File: config.mk
export PLATFORM = sky130hd
export DESIGN_NAME = exec_ctrl_mem_unit
export DESIGN_NICKNAME = d
export VERILOG_FILES = /design/src/rtl/exec_ctrl_mem_unit_pkg.sv /design/src/rtl/exec_ctrl_mem_unit_alu8.sv /design/src/rtl/exec_ctrl_mem_unit.sv
export SDC_FILE = /design/constraint.sdc
export NUM_CORES = 2
export LEC_CHECK = 0
export CORE_UTILIZATION = 30
export CTS_BUF_LIST = sky130_fd_sc_hd__clkbuf_16
export CTS_CLUSTER_SIZE = 30
export DETAILED_ROUTE_END_ITERATION = 7
export PLACE_DENSITY = 0.48
export REMOVE_ABC_BUFFERS = 1
export SYNTH_ARGS = -nofsm -noshare
export SYNTH_HDL_FRONTEND = slang
export SYNTH_SLANG_ARGS = --single-unit
File: constraint.sdc
create_clock -name i_clk -period 84.5 [get_ports i_clk]
set_input_delay 12.675 -clock i_clk [delete_from_list [all_inputs] [get_ports i_clk]]
set_output_delay 12.675 -clock i_clk [all_outputs]
set_load 0.01 [all_outputs]
File: src/rtl/exec_ctrl_mem_unit_pkg.sv
// Shared opcode, ALU-op and control-word definitions for the 8-bit decode/execute/memory stage.
// Pure definitions; no logic, no latency.
package exec_ctrl_mem_unit_pkg;

    localparam logic [2:0] OP_ADD  = 3'b000;
    localparam logic [2:0] OP_SUB  = 3'b001;
    localparam logic [2:0] OP_AND  = 3'b010;
    localparam logic [2:0] OP_LW   = 3'b011;
    localparam logic [2:0] OP_SW   = 3'b100;
    localparam logic [2:0] OP_ADDI = 3'b101;
    localparam logic [2:0] OP_BEQ  = 3'b110;
    localparam logic [2:0] OP_J    = 3'b111;

    localparam logic [1:0] ALU_ADD = 2'b00;
    localparam logic [1:0] ALU_SUB = 2'b01;
    localparam logic [1:0] ALU_AND = 2'b10;
    localparam logic [1:0] ALU_OR  = 2'b11;

    typedef struct packed {
        logic       alu_src;
        logic       mem_to_reg;
        logic       reg_write;
        logic       mem_write;
        logic       mem_read;
        logic       branch;
        logic       m;
        logic       jump;
        logic [1:0] aluop;
    } ctrl_t;

endpackage

File: src/rtl/exec_ctrl_mem_unit_alu8.sv
// Combinational ALU: add/sub/and/or modulo 2**DATA_W plus zero flag.
// Zero latency, no flow control.
module exec_ctrl_mem_unit_alu8
    import exec_ctrl_mem_unit_pkg::*;
#(
    parameter int DATA_W = 8
) (
    input  logic [DATA_W-1:0] i_a,
    input  logic [DATA_W-1:0] i_b,
    input  logic [1:0]        i_op,
    output logic [DATA_W-1:0] o_result,
    output logic              o_zero
);

    always_comb begin
        o_result = '0;
        case (i_op)
            ALU_ADD: o_result = i_a + i_b;
            ALU_SUB: o_result = i_a - i_b;
            ALU_AND: o_result = i_a & i_b;
            ALU_OR:  o_result = i_a | i_b;
            default: o_result = '0;
        endcase
    end

    assign o_zero = (o_result == '0);

endmodule

File: src/rtl/exec_ctrl_mem_unit.sv
// Single-cycle decode, ALU and 256x8 data memory; all outputs combinational from instr.
// Memory write on rising clk, blocked and array cleared while rst is high.
module exec_ctrl_mem_unit
    import exec_ctrl_mem_unit_pkg::*;
#(
    parameter int DATA_W = 8,
    parameter int ADDR_W = 8
) (
    input  logic              i_clk,
    input  logic              i_rst,
    input  logic [7:0]        i_instr,
    input  logic              i_li,
    input  logic [DATA_W-1:0] i_rd1,
    input  logic [DATA_W-1:0] i_rd2,
    output logic              o_reg_write,
    output logic              o_wr_addr,
    output logic [DATA_W-1:0] o_wr_data,
    output logic [DATA_W-1:0] o_alu_out,
    output logic              o_zero,
    output logic              o_branch_taken,
    output logic              o_jump,
    output logic [DATA_W-1:0] o_imm_ext,
    output logic [DATA_W-1:0] o_mem_rdata
);

    localparam int DEPTH = 2 ** ADDR_W;

    ctrl_t             w_ctrl;
    logic [DATA_W-1:0] w_op_a;
    logic [DATA_W-1:0] w_op_b;
    logic [DATA_W-1:0] w_alu_out;
    logic              w_zero;
    logic [ADDR_W-1:0] w_addr;
    logic [DATA_W-1:0] r_mem [DEPTH];

    always_comb begin
        w_ctrl = '0;
        case (i_instr[7:5])
            OP_ADD:  w_ctrl = '{1'b0, 1'b0, 1'b1, 1'b0, 1'b0, 1'b0, 1'b0, 1'b0, ALU_ADD};
            OP_SUB:  w_ctrl = '{1'b0, 1'b0, 1'b1, 1'b0, 1'b0, 1'b0, 1'b0, 1'b0, ALU_SUB};
            OP_AND:  w_ctrl = '{1'b0, 1'b0, 1'b1, 1'b0, 1'b0, 1'b0, 1'b0, 1'b0, ALU_AND};
            OP_LW:   w_ctrl = '{1'b1, 1'b1, 1'b1, 1'b0, 1'b1, 1'b0, 1'b0, 1'b0, ALU_ADD};
            OP_SW:   w_ctrl = '{1'b1, 1'b0, 1'b0, 1'b1, 1'b0, 1'b0, 1'b0, 1'b0, ALU_ADD};
            OP_ADDI: w_ctrl = '{1'b1, 1'b0, 1'b1, 1'b0, 1'b0, 1'b0, 1'b1, 1'b0, ALU_ADD};
            OP_BEQ:  w_ctrl = '{1'b0, 1'b0, 1'b0, 1'b0, 1'b0, 1'b1, 1'b0, 1'b0, ALU_SUB};
            OP_J:    w_ctrl = '{1'b0, 1'b0, 1'b0, 1'b0, 1'b0, 1'b0, 1'b0, 1'b1, ALU_ADD};
            default: w_ctrl = '0;
        endcase
    end

    // ADDI takes a 4-bit unsigned field, BEQ a 3-bit unsigned offset, memory ops a signed 3-bit offset.
    always_comb begin
        if (w_ctrl.m)
            o_imm_ext = {{(DATA_W-4){1'b0}}, i_instr[3:0]};
        else if (w_ctrl.branch)
            o_imm_ext = {{(DATA_W-3){1'b0}}, i_instr[2:0]};
        else
            o_imm_ext = {{(DATA_W-3){i_instr[2]}}, i_instr[2:0]};
    end

    assign w_op_a = i_li ? '0 : i_rd1;
    assign w_op_b = w_ctrl.alu_src ? o_imm_ext : i_rd2;

    exec_ctrl_mem_unit_alu8 #(.DATA_W(DATA_W)) u_alu (
        .i_a      (w_op_a),
        .i_b      (w_op_b),
        .i_op     (w_ctrl.aluop),
        .o_result (w_alu_out),
        .o_zero   (w_zero)
    );

    assign w_addr = w_alu_out[ADDR_W-1:0];

    always_ff @(posedge i_clk or posedge i_rst) begin
        if (i_rst) begin
            for (int i = 0; i < DEPTH; i++)
                r_mem[i] <= '0;
        end else if (w_ctrl.mem_write) begin
            r_mem[w_addr] <= i_rd2;
        end
    end

    assign o_mem_rdata    = w_ctrl.mem_read ? r_mem[w_addr] : '0;
    assign o_alu_out      = w_alu_out;
    assign o_zero         = w_zero;
    assign o_reg_write    = w_ctrl.reg_write;
    assign o_wr_addr      = w_ctrl.m ? i_instr[4] : i_instr[3];
    assign o_wr_data      = w_ctrl.mem_to_reg ? o_mem_rdata : w_alu_out;
    assign o_branch_taken = w_ctrl.branch & w_zero;
    assign o_jump         = w_ctrl.jump;

endmodule

==> results.py <==
metrics = {
    "floorplanning": {
        "rows": 209,
        "ios": 64,
        "die_h_microns": 575,
        "start_util": 0.302,
        "core_area_sq_mm": 0.325,
        "die_area_sq_mm": 0.330,
        "die_w_microns": 575,
    },
    "synthesis": {
        "synthCells": 8827,
        "yosys.area_share.xor_xnor": 0.00148,
        "synth_area_per_cell_sq_um": 11.1,
        "yosys_most_used_dff": "dfrtp_1",
        "synth_fa_ha_area_frac": 0.00135,
        "syn-cell-area_sq_mm": 0.0984,
        "seq_area_frac_synth": 0.521,
        "yosysWarnings": 0,
        "synth_edf_count": 0,
        "synthMuxAreaShare": 0.256,
        "ys_types": 91,
        "synth_seq_cells": 2048,
        "yosys.area_share.simple": 0.140,
        "synth-async-reset-ratio": 1.00,
        "synth_top_family_by_area": "multiplexers",
        "synth-compound-area-share": 0.0493,
    },
    "worst_setup_path": {
        "crit_family": "buffers and inverters",
        "arrival_ps": 22390,
        "crit_slowest_cell": "nor4_1",
        "critPathMaxStageDelay_ps": 980,
        "critPathLaunchType": "primary input",
        "cp_max_fo": 97,
        "reg2reg_depth": 1,
        "cp_cell_sequence": "clkdlybuf4s50_1, buf_4, nand3b_1, a21o_1, nand2_1, inv_1, ha_1, nor4b_4, buf_4, a21o_4, inv_8, buf_4, buf_4, buf_4, nand2_1, nand3_1, a21oi_1, nor4_1, a31o_2, a211oi_1, o2111ai_1, mux2_2, clkdlybuf4s50_1",
        "cp_num_buf_inv": 9,
        "cp.depth": 23,
        "criticalPathCategory": "in2out",
        "cp-end-kind": "output pin",
        "worstPathRequired_ps": 71820,
        "crit_path_frequent_cell": "buf_4",
    },
    "clock_network": {
        "clock-sinks": 2048,
        "cts.clk_slew.worst_paths_ps": 50,
        "clkLatencyLatePin_ps": 900,
        "clock_path_buffers": 4,
        "cts_buffers": 237,
        "cts_tree": "built",
        "cts_resized": 0,
        "cts-htree-levels": 4,
        "ctsHoldBuffers": 0,
        "cts_root_buf": "clkbuf_16",
        "post_cts_buffers": 0,
    },
    "drt": {
        "num_vias": 70790,
        "routedWlPerCell_microns": 26.9,
        "finalWirelength_microns": 354000,
        "dr.pass1.iters": 6,
        "vias_per_cell": 5.38,
        "drc_errors": 0,
        "drt-initial-drc-count": 6187,
        "ant_nets": 0,
    },
    "timing": {
        "whs_ps": 489,
        "setup_viol": 0,
        "fin_setup_tns_ps": 0,
        "finalHoldViolations": 0,
        "fin_ws_ps": 49430,
        "tightestPinTransition_ps": 1290,
        "clock.fmax_ghz": 0.0285,
        "slew_viol_final": 0,
        "fin_crit_sh": 0.415,
        "rsz0062_at_grt": "false",
        "fin_worst_skew_ps": 0,
        "fin_crit_ps": 35070,
        "relSlewSlack": 0.131,
    },
    "layout": {
        "layout_commonest_cell": "dfrtp_1",
        "mostFrequentLayoutCells": "2048 x dfrtp_1, 1891 x nand2_1, 1858 x mux2_2, 711 x nand3_1, 237 x clkbuf_16",
        "top_regs": "r_mem: 2048 flops",
        "final_nets": 8669,
        "fill_cells": 32537,
        "fin_util": 0.340,
        "area_growth_pct": 12.6,
        "instances_no_fill": 13147,
        "largest-register": "r_mem",
        "largest_reg_flops": 2048,
        "drive_gt1_frac": 0.296,
    },
    "grt": {
        "grt_pass1_wl_microns": 518000,
        "grt_max_degree": 171,
        "antenna_found_initial": 15,
        "grt_pass1_vias": 71289,
        "grt_usage": 0.211,
        "grt_overflow_total": 0,
    },
    "placed_design": {
        "dpl_worst_slack_ps": 49460,
        "placed_cells": 12718,
        "gp_congestion": 0.842,
        "port_buffers": 63,
        "post-dp-hpwl_microns": 214000,
    },
    "power": {
        "power_density_mw_per_mm2": 25.7,
        "p_leak_uw": 0.0521,
        "ir_drop_uv": 22.6,
    },
    "worst_hold_path": {
        "worstHoldPathType": "reg2reg",
        "whs_path_depth": 1,
    },
    "job": {
        "cap_violations": 0,
    },
    "run_status": {
        "status": "finished clean",
    },
}
-- area by class of cell --
class / instances / area, sq um / area share
clock inverter: 185 / 1250 / 0.0113
antenna: 7 / 17.5 / 0.000158
tap: 4325 / 5410 / 0.0489
clock buffer: 237 / 5930 / 0.0535
timing repair buffer: 252 / 2310 / 0.0209
inverter: 42 / 193 / 0.00174
sequential: 2048 / 51200 / 0.463
multi-input combinational: 6051 / 44400 / 0.401
-- worst paths after layout --
kind / startpoint / end / slack [ps]
setup / recovery: i_instr[7] / o_wr_data[5] / 49430
hold / removal: r_mem[550] / r_mem[550] / 490
setup reg to reg: r_mem[830] / r_mem[830] / 83680
hold reg to reg: r_mem[550] / r_mem[550] / 490
max in group asynchronous: i_rst / r_mem[41] / 67490
min in group asynchronous: i_rst / r_mem[1851] / 12320
-- layer usage --
layer / vias to the layer above / GRT usage / part of all wire
met4: 5 / 0.0863 / 0.044
met3: 581 / 0.0290 / 0.052
met2: 2044 / 0.335 / 0.46
met1: 37557 / 0.289 / 0.44
li1: 30603 / - / -
met5: - / 0.00301 / 0.00045
-- stage by stage --
stage                     total power [uW]  area (sq um)
after global placement                1870        104000
final                                 2850        111000
after detailed placement              1880        104000
after floorplan                       1560         95500
after global routing                  2950        111000
after CTS                             2860        111000
-- cell families after synthesis --
group | after synthesis
flip-flops | 2048
multiplexers | 2247
AO/OA/AOI/OAI | 701
adder cells (fa/ha/maj) | 10
AND/OR/NAND/NOR | 3078
buffers and inverters | 728
XOR/XNOR | 15
-- synthesized netlist by cell type (all sizes together), types with 7 or more instances --
library cell,instances,area [sq um]
a21oi,195,983
o22ai,35,219
and2,9,56.3
nand3,715,3600
clkbuf,366,1370
buf,320,1520
nor4,28,181
o22a,27,236
nand4,29,181
mux2,2054,23100
mux4,8,180
xnor2,7,61.3
xor2,7,61.3
nor2,139,917
a31oi,125,782
or4,7,52.6
ha,9,113
o32ai,7,61.3
a31o,8,70.1
and3,92,576
a311oi,98,858
nor3,29,150
mux2i,185,1850
a221oi,12,111
o21ai,33,165
dfrtp,2048,51200
inv,42,158
a22oi,7,52.6
nand2,1981,7710
a211o,8,70.1
nor3b,8,70.1
a41oi,7,68.8
nand2b,7,43.8
nor2b,12,75.1
a211oi,62,475
-- power by group --
group / internal [uW] / switching, uW / leakage (uW)
Clock: 548 / 428 / 0.00372
Sequential: 1060 / 37.8 / 0.0285
Combinational: 212 / 564 / 0.0199
Power figures use the tool's default switching activity.
